<file path="src/rtl/zchunk_compressor.sv">
// Two-pass page compressor: scans a 64-line page for all-zero chunks, then writes a
// metadata line followed by only the non-zero chunks, replayed from the read FIFO.
module zchunk_compressor #(
  parameter int unsigned FIFO_PTR_WIDTH = 6,
  parameter int unsigned DATA_WIDTH     = 512
) (
  input  logic                      clk_i,
  input  logic                      rst_ni,
  input  logic                      comp_start,
  output logic [FIFO_PTR_WIDTH-1:0] rdfifo_rdptr,
  output logic                      ld_rdfifo_rdptr,
  input  logic                      rdfifo_empty,
  output logic                      rd_req,
  input  logic [DATA_WIDTH-1:0]     rd_data,
  input  logic [1:0]                rd_rresp,
  input  logic                      rd_valid,
  input  logic                      wrfifo_full,
  output logic                      wr_req,
  output logic [DATA_WIDTH-1:0]     wr_data,
  output logic [3:0]                zero_chunk_vec,
  output logic [13:0]               comp_size,
  output logic                      comp_done,
  output logic                      bus_error
);

  localparam int unsigned NUM_CHUNKS  = 4;
  localparam int unsigned CHUNK_LINES = 16;
  localparam int unsigned CHUNK_SHIFT = $clog2(CHUNK_LINES);
  localparam int unsigned CNT_W       = 6;
  localparam int unsigned SIZE_W      = 14;

  typedef enum logic [2:0] {
    S_IDLE, S_SCAN, S_META, S_SEL, S_XFER, S_DONE, S_BERR
  } state_e;

  state_e state_q, state_d;

  logic [CNT_W-1:0]          cnt_q, cnt_d;
  logic [NUM_CHUNKS-1:0]     nz_q, nz_d;
  logic [NUM_CHUNKS-1:0]     done_q, done_d;
  logic [1:0]                cur_q, cur_d;
  logic                      out_q, out_d;

  logic [FIFO_PTR_WIDTH-1:0] ptr_d;
  logic                      ld_d, rd_req_d, wr_req_d, comp_done_d, bus_error_d;
  logic [DATA_WIDTH-1:0]     wr_data_d;
  logic [3:0]                vec_d;
  logic [SIZE_W-1:0]         size_d;

  logic                      accept, err, can_read, last_scan, last_xfer, sel_found;
  logic [1:0]                sel_idx;
  logic [NUM_CHUNKS-1:0]     pending, nz_upd;
  logic [2:0]                nz_cnt;

  // A response counts only when it answers our single outstanding read.
  assign accept    = rd_valid && out_q;
  assign err       = accept && (rd_rresp != 2'b00);
  assign can_read  = !rdfifo_empty && !out_q && !ld_rdfifo_rdptr;
  assign last_scan = (cnt_q == CNT_W'(63));
  assign last_xfer = (cnt_q[3:0] == 4'hF);
  assign pending   = ~zero_chunk_vec & ~done_q;
  assign nz_upd    = nz_q | (NUM_CHUNKS'(|rd_data) << cnt_q[5:4]);

  // Lowest-numbered non-zero chunk not yet replayed.
  always_comb begin
    sel_found = 1'b0;
    sel_idx   = '0;
    for (int i = int'(NUM_CHUNKS) - 1; i >= 0; i--) begin
      if (pending[i]) begin
        sel_found = 1'b1;
        sel_idx   = 2'(i);
      end
    end
  end

  always_comb begin
    nz_cnt = '0;
    for (int i = 0; i < int'(NUM_CHUNKS); i++) begin
      nz_cnt = nz_cnt + 3'(nz_upd[i]);
    end
  end

  always_ff @(posedge clk_i or negedge rst_ni) begin
    if (!rst_ni) state_q <= S_IDLE;
    else         state_q <= state_d;
  end

  always_comb begin
    state_d = state_q;
    case (state_q)
      S_IDLE: if (comp_start && !rdfifo_empty) state_d = S_SCAN;
      S_SCAN: begin
        if (err)                    state_d = S_BERR;
        else if (accept && last_scan) state_d = S_META;
      end
      S_META: if (!wrfifo_full) state_d = S_SEL;
      S_SEL:  state_d = sel_found ? S_XFER : S_DONE;
      S_XFER: begin
        if (err)                    state_d = S_BERR;
        else if (accept && last_xfer) state_d = S_SEL;
      end
      S_DONE: if (!comp_start) state_d = S_IDLE;
      S_BERR: state_d = S_BERR;
      default: state_d = S_IDLE;
    endcase
  end

  always_comb begin
    ld_d        = 1'b0;
    ptr_d       = rdfifo_rdptr;
    rd_req_d    = 1'b0;
    wr_req_d    = 1'b0;
    wr_data_d   = '0;
    vec_d       = zero_chunk_vec;
    size_d      = comp_size;
    comp_done_d = 1'b0;
    bus_error_d = bus_error;
    cnt_d       = cnt_q;
    nz_d        = nz_q;
    done_d      = done_q;
    cur_d       = cur_q;
    case (state_q)
      S_IDLE: begin
        if (comp_start && !rdfifo_empty) begin
          ld_d   = 1'b1;
          ptr_d  = '0;
          cnt_d  = '0;
          nz_d   = '0;
          done_d = '0;
          vec_d  = '0;
          size_d = '0;
        end
      end
      S_SCAN: begin
        rd_req_d = can_read;
        if (err) begin
          bus_error_d = 1'b1;
        end else if (accept) begin
          nz_d  = nz_upd;
          cnt_d = cnt_q + CNT_W'(1);
          if (last_scan) begin
            vec_d  = ~nz_upd;
            size_d = SIZE_W'(1) + (SIZE_W'(nz_cnt) << CHUNK_SHIFT);
          end
        end
      end
      S_META: begin
        if (!wrfifo_full) begin
          wr_req_d  = 1'b1;
          wr_data_d = DATA_WIDTH'(zero_chunk_vec);
        end
      end
      S_SEL: begin
        if (sel_found) begin
          ld_d  = 1'b1;
          ptr_d = FIFO_PTR_WIDTH'(sel_idx) << CHUNK_SHIFT;
          cnt_d = '0;
          cur_d = sel_idx;
        end
      end
      S_XFER: begin
        rd_req_d = can_read && !wrfifo_full;
        if (err) begin
          bus_error_d = 1'b1;
        end else if (accept) begin
          wr_req_d  = 1'b1;
          wr_data_d = rd_data;
          cnt_d     = cnt_q + CNT_W'(1);
          if (last_xfer) done_d[cur_q] = 1'b1;
        end
      end
      S_DONE: begin
        comp_done_d = comp_start;
        if (!comp_start) done_d = '0;
      end
      S_BERR: bus_error_d = 1'b1;
      default: ;
    endcase
    out_d = (out_q && !accept) || rd_req_d;
  end

  always_ff @(posedge clk_i or negedge rst_ni) begin
    if (!rst_ni) begin
      rdfifo_rdptr    <= '0;
      ld_rdfifo_rdptr <= 1'b0;
      rd_req          <= 1'b0;
      wr_req          <= 1'b0;
      wr_data         <= '0;
      zero_chunk_vec  <= '0;
      comp_size       <= '0;
      comp_done       <= 1'b0;
      bus_error       <= 1'b0;
      cnt_q           <= '0;
      nz_q            <= '0;
      done_q          <= '0;
      cur_q           <= '0;
      out_q           <= 1'b0;
    end else begin
      rdfifo_rdptr    <= ptr_d;
      ld_rdfifo_rdptr <= ld_d;
      rd_req          <= rd_req_d;
      wr_req          <= wr_req_d;
      wr_data         <= wr_data_d;
      zero_chunk_vec  <= vec_d;
      comp_size       <= size_d;
      comp_done       <= comp_done_d;
      bus_error       <= bus_error_d;
      cnt_q           <= cnt_d;
      nz_q            <= nz_d;
      done_q          <= done_d;
      cur_q           <= cur_d;
      out_q           <= out_d;
    end
  end

endmodule

</file>
<file path="config.mk">
export PLATFORM = sky130hd
export DESIGN_NAME = zchunk_compressor
export DESIGN_NICKNAME = d
export VERILOG_FILES = /design/src/rtl/zchunk_compressor.sv
export SDC_FILE = /design/constraint.sdc
export NUM_CORES = 1
export LEC_CHECK = 0
export BUFFER_PORTS_ARGS = -buffer_cell sky130_fd_sc_hd__buf_2
export CORE_AREA = 8 8 406 408
export CTS_CLUSTER_DIAMETER = 200
export DETAILED_ROUTE_END_ITERATION = 10
export DIE_AREA = 0 0 414 416
export GPL_TIMING_DRIVEN = 0
export HOLD_SLACK_MARGIN = 0.15
export PLACE_DENSITY = 0.36
export SETUP_SLACK_MARGIN = 0.02
export SYNTH_ARGS = -nofsm -noshare
export SYNTH_HDL_FRONTEND = slang
export SYNTH_SLANG_ARGS = --single-unit
export TNS_END_PERCENT = 100
</file>
<file path="constraint.sdc">
create_clock -name clk_i -period 2.8 [get_ports clk_i]
set_input_delay 0.28 -clock clk_i [delete_from_list [all_inputs] [get_ports clk_i]]
set_output_delay 0.28 -clock clk_i [all_outputs]
set_load 0.005 [all_outputs]
</file>
==> results of run 1 <==
## metrics by stage
step	util (%)	instances	setup slack [ps]	TNS, ps
2_1_floorplan	-	1480	380.5	0
3_3_place_gp	17.11	4612	-11490	-6412840
3_5_place_dp	17.27	4624	-1920	-180200
4_1_cts	22.16	5275	20.99	0
5_1_grt	22.41	5297	-63.24	-63.24
6_report	22.43	5308	48.73	0
## logic make-up (layout without fill, tap and decap cells)
family,after synthesis,after routing
AO/OA/AOI/OAI,71,71
flip-flops,547,547
multiplexers,1,1
adder cells (fa/ha/maj),4,4
buffers and inverters,91,1802
other,1,45
AND/OR/NAND/NOR,752,752
## flip-flops by register name, summed over array words and instances, names as in the netlist, 2 cells and up
register and flops:
rdfifo_rdptr 2, cur_q 2, zero_chunk_vec 4, comp_size 4, wr_data 512, done_q 4
nz_q 4, cnt_q 6, state_q 3
## cell usage in the layout (no fill, tap or decap), drive strengths merged, types with 3 or more instances in the layout
cell type / n
buf: 1079
dfrtp: 547
dlygate4sd3: 518
and2: 509
clkbuf: 152
nor4: 139
nand4: 35
diode: 31
nor2: 25
o21ai: 19
inv: 19
clkinv: 18
nand2: 15
conb: 14
nand3: 11
a21oi: 10
a31oi: 9
dlymetal6s4s: 7
bufinv: 5
nand2b: 4
clkinvlp: 4
nor3: 4
a22o: 4
o22ai: 4
ha: 4
o211ai: 3
a21o: 3
o31ai: 3
## final cells by class
| type | count | share of cell area, % |
|---|---|---|
| antenna | 31 | 0.2177 |
| timing repair buffer | 1582 | 30.18 |
| clock inverter | 34 | 1.113 |
| inverter | 12 | 0.1264 |
| sequential | 547 | 38.41 |
| multi-input combinational | 842 | 15.93 |
| buffer | 79 | 1.176 |
| tap | 2086 | 7.323 |
| clock buffer | 95 | 5.522 |
## critical path, stage by stage
cell and delay, ps:
dlygate4sd3_1 560, buf_2 140, nor4_1 260, nand4_1 170, nor4_2 300, buf_4 210, nand4_1 190, o41ai_4 270
a21oi_2 50, ha_2 180, a221o_1 290, ha_4 270, inv_1 40, o21ai_2 90
## path summary, 6_finish.rpt
check,endpoint,depth (start not counted)
max in group asynchronous,wr_data[403],5
hold / removal,wr_data[16],4
min in group asynchronous,wr_data[48],2
hold reg to reg,bus_error,2
setup / recovery,comp_size[5],14
setup reg to reg,wr_data[115],7
## report_power, final
| group | switching [uW] | total, uW | leakage (uW) | internal, uW |
|---|---|---|---|---|
| clock | 3960 | 9440 | 0.00116 | 5480 |
| sequential | 125 | 8190 | 0.00762 | 8060 |
| combinational | 1350 | 2540 | 0.00974 | 1190 |
## per-layer routing
metal / up-vias / part of all wire (%) / routed length, um / global-route usage (%)
li1: 8298 / - / - / -
met1: 9464 / 40 / 52320 / 17.40
met2: 925 / 46 / 60110 / 23.11
met3: 196 / 9.5 / 12350 / 5.899
met4: 4 / 3.8 / 4975 / 5.722
met5: - / 0.020 / 26 / 0
## what timing repair did
item	in CTS	in global routing
pin swaps	3	27
hold endpoints to repair	605	5
cloned	0	0
hold buffers	520	5
setup buffers	2	3
resized for setup	45	64
endpoints found under the setup margin	369	233
==> flow_summary.yaml, run 1 <==
finish:
  seq_area_um2: 13690
  fillers: 17350
  final_area_um2: 35640
  nNetsFinal: 3660
  drive_gt1_share_pct: 40.21
  area_delta_synth_final_pct: 84.72
  multiInputGateArea_um2: 5678
synth:
  synth_top_area_cell: "dfrtp_1"
  ys_warn_count: 0
  postSynthCellCount: 1467
  synthAdderAreaFrac_pct: 0.2594
  synth_xor_area_share_pct: 0
  yosysTopAreaCellShare_pct: 70.94
  ys_seq_elements: 547
  ys_async_sr_fraction_pct: 100.0
  synth_top_family_by_area: "simple AND/OR/NAND/NOR gates"
  yosysMostFrequentCell: "dfrtp_1"
  synthMuxAreaShare_pct: 0.05836
  ys_seq_area_share_pct: 70.94
  synthSimpleGateAreaFrac_pct: 23.95
  synth_cell_type_count: 56
  synthFlopType: "dfrtp_1"
  synth_area_leaders: "dfrtp_1 71%, and2_1 17%, nor4_1 4.5%"
  synth_commonest_cells: "547 x dfrtp_1, 509 x and2_1, 138 x nor4_1"
  netlist_area_um2: 19290
  synth_edf_count: 0
  syn_area_per_cell_um2: 13.15
  synth-compound-area-share_pct: 2.633
min_path:
  hp-start: "rd_data[16]"
  worstHoldPathType: "input pin to flop"
floorplanning:
  die_area_um2: 172200
  initial_core_util_pct: 12.14
  rows: 147
  coreArea_um2: 158900
  boundaryPins: 1061
  die_w_um: 414
  die_h_um: 416
global_route:
  grt_use_total_pct: 14.49
  grt_remaining_overflow: 0
  grt_pass1_wl_um: 174800
  grt_pass1_vias: 20570
  antenna_found_initial: 47
  grt_start_max_net_pins: 103
setup_path:
  critPathLaunch: "rd_data[183]"
  cp.arrival_ps: 3310
  r2r_slack_ps: 140
  cp_max_fo: 2
  end_kind: "flop"
  cp_data_required_time_ps: 3360
  timing.setup.critical_path_class: "input pin to flop"
  timing.rr.start: "state_q[0]"
  critPathLaunchType: "input pin"
drt:
  detail_route.wl_per_cell_um: 24.45
  drtPass1Iterations: 5
  detail-route-antenna-nets: 0
  wirelength_um: 129800
  route.detailed.drc: 0
  drt_iter0_markers: 1266
  vias_per_cell: 3.558
  vias: 18890
placement:
  hpwl_um: 103900
  port_buffers: 1046
  place_congestion: 0.9275
  placed_area_um2: 27450
power:
  ir_drop_v: 0.0003604
  power_uw: 20160
  powerDensity_nw_per_um2: 565.8
  leakage_uw: 0.01852
timing:
  finClkSkew_ps: 22.21
  slew_viol_final: 0
  whs_ps: 201.6
  setup_viol: 0
  min_period_ps: 2751
  fmax_mhz: 363.5
  timing.slew.headroom_pct: 45.23
  tightest_slew_ps: 814.1
  fin_crit_sh_pct: 98.26
  rsz0062_at_grt: "true"
  hold_viol: 0
clock_network:
  ctsHtreeMaxLevel: 3
  cts_tree: "built"
  clkLatencyLatePin_ps: 650
  ctsLongestPathBuffers: 3
  path_clk_slew_ps: 60
  cts.sinks: 547
  cts_buffers: 72
  cts_root_buffer: "clkbuf_16"
outcome:
  status: "complete, no violations"
job:
  drv_cap: 0
No activity file was read; power rests on OpenSTA's default activity.
==> inputs of run 2 (changes only) <==
- CORE_AREA: 8 8 406 408 -> 8 8 409 411
- DIE_AREA: 0 0 414 416 -> 0 0 417 419
==> run 2 against run 1 <==
  * Global-route usage down 1.1 points
  * Total power grew 0.57%
  * Count of clock-buffer cells in the layout is 7 higher
  * Die area increased by 1.5%
  * Hold slack better by 11 ps
  * Final cell count grew 1.3%
  * Worst setup slack worse by 27 ps
  * Final area about the same
  * Clock skew is 9.1 ps higher
  * Via count decreased by 2.1%
  * Flip-flop and latch count is the same
  * Critical endpoint unchanged
==> flow_summary.yaml, run 2 (synthesis gave the netlist of run 1 again) <==
setup_path:
  endpoint: "comp_size[5]"
  crit_chain: "dlygate4sd3_1 -> buf_2 -> nor4_2 -> nand4_1 -> nor4_2 -> buf_4 -> nand4_1 -> o41ai_2 -> a21oi_1 -> ha_2 -> ha_2 -> ha_1 -> inv_1 -> o21ai_1"
  cp_max_fo: 2
  cp_data_required_time_ps: 3310
  end_kind: "flop"
  r2r_end: "wr_data[67]"
  critPathLaunchType: "input pin"
  timing.setup.critical_path_class: "input pin to flop"
  max_stage_delay_ps: 540
  r2r_slack_ps: 160
  r2r_cells: 7
  critPathLaunch: "rd_data[28]"
  crit_slowest_cell: "dlygate4sd3_1"
  cp.arrival_ps: 3280
  timing.rr.start: "state_q[0]"
floorplanning:
  boundaryPins: 1061
  coreArea_um2: 161300
  die_w_um: 417
  initial_core_util_pct: 11.96
  die_h_um: 419
  rows: 148
  die_area_um2: 174700
outcome:
  status: "complete, no violations"
drt:
  wirelength_um: 122100
  vias_per_cell: 3.437
  detail-route-antenna-nets: 0
  drt_iter0_markers: 945
  drtPass1Iterations: 6
  vias: 18480
  detail_route.wl_per_cell_um: 22.71
  route.detailed.drc: 0
clock_network:
  cts.sinks: 547
  path_clk_slew_ps: 60
  ctsHtreeMaxLevel: 3
  cts_setup_buffers: 0
  cts_buffers: 73
  cts_tree: "built"
  cts_root_buffer: "clkbuf_16"
  clkLatencyLatePin_ps: 670
  ctsLongestPathBuffers: 3
min_path:
  worstHoldPathType: "input pin to async pin"
finish:
  final_common_cell: "buf_2"
  area_delta_synth_final_pct: 84.71
  nNetsFinal: 3654
  drive_gt1_share_pct: 39.28
  final_cell_mix: "1031 x buf_2, 547 x dfrtp_1, 521 x dlygate4sd3_1"
  largest_register_ffs: 512
  top_register: "wr_data"
  top_regs: "wr_data (512), cnt_q (6)"
  final_util_pct: 22.10
global_route:
  antenna_found_initial: 27
  grt_pass1_vias: 20290
  grt_start_max_net_pins: 105
  grt_pass1_wl_um: 166200
  grt_remaining_overflow: 0
  grt_use_total_pct: 13.39
timing:
  rsz0062_at_grt: "true"
  setup_tns_ps: 0
  slew_viol_final: 0
  setup_viol: 0
  whs_ps: 212.6
  timing.slew.headroom_pct: 50.70
  hold_viol: 0
  fmax_mhz: 360.0
  min_period_ps: 2778
  tightest_slew_ps: 739.5
  fin_crit_sh_pct: 99.21
  finClkSkew_ps: 31.28
power:
  powerDensity_nw_per_um2: 569.0
  ir_drop_v: 0.0003720
  leakage_uw: 0.01850
placement:
  port_buffers: 1046
  place_congestion: 0.8699
  hpwl_um: 96910
job:
  drv_cap: 0
run 2: cell count changes in the layout (fill, tap and decap cells not counted), moves of 3 or more:
cell / delta
buf_6: -3
dlymetal6s4s_1: +4
diode_2: -11
dlygate4sd3_1: +3
clkinv_2: -4
inv_6: -4
buf_2: -9
nor4_1: +8
clkbuf_8: +5
nor4_2: -6
run 2: through the flow:
step	cell area [um2]	worst slack (ps)	instances	power [uW]
final	35640	22.12	5377	20280
after global routing	35620	-60.59	5371	21220
after CTS	35340	20.66	5362	20680
after detailed placement	27560	-1472	4714	10160
after global placement	27300	-11630	4701	10140
after floorplan	19340	380.5	1480	9007
run 2: area by class of cell:
cell class	count	area (um2)
clock inverters	25	340.3
multi-input cells	842	5569
diodes	20	50.05
flip-flops and latches	547	13690
repair buffers	1575	10730
fillers	17740	125700
clock buffers	102	2097
well taps	2175	2721
plain buffers	79	396.6
inverters	12	45.04
run 2: worst min-delay path by stage:
stage                             end       startpoint  depth (start not counted)  slack [ps]
after floorplan             bus_error           rst_ni                          0         -20
after global placement         rd_req  ld_rdfifo_rdptr                          1         450
after detailed placement  wr_data[94]           rst_ni                          1         330
after CTS                   bus_error      rd_rresp[1]                          5         150
after global routing      wr_data[94]           rst_ni                          2         220
final                     wr_data[94]           rst_ni                          2         210
run 2: critical path, delay by kind of cell:
family	cells	cell delay [ps]
compound gates	3	470
fa+ha+maj	3	740
buf+inv	4	970
simple gates	4	790
run 2: routing by layer:
layer / part of all wire, % / up-vias / wire length, um / track usage, %
li1: - / 8262 / - / -
met4: 3.3 / 0 / 3980 / 4.486
met3: 6.9 / 176 / 8488 / 3.869
met1: 38 / 9337 / 46820 / 15.47
met2: 51 / 708 / 62840 / 23.73
met5: 0 / - / 0 / 0
run 2: repair_timing:
action | CTS | global route
pin swaps | 0 | 22
setup endpoints to repair | 265 | 46
gates resized for setup | 25 | 62
hold buffers | 521 | 11
hold endpoints to repair | 619 | 11
run 2: where the power goes:
part,total [uW],switching [uW],internal (uW)
clock,9650,4000,5640
combinational,2450,1270,1180
sequential,8180,118,8070
total,20300,5390,14900
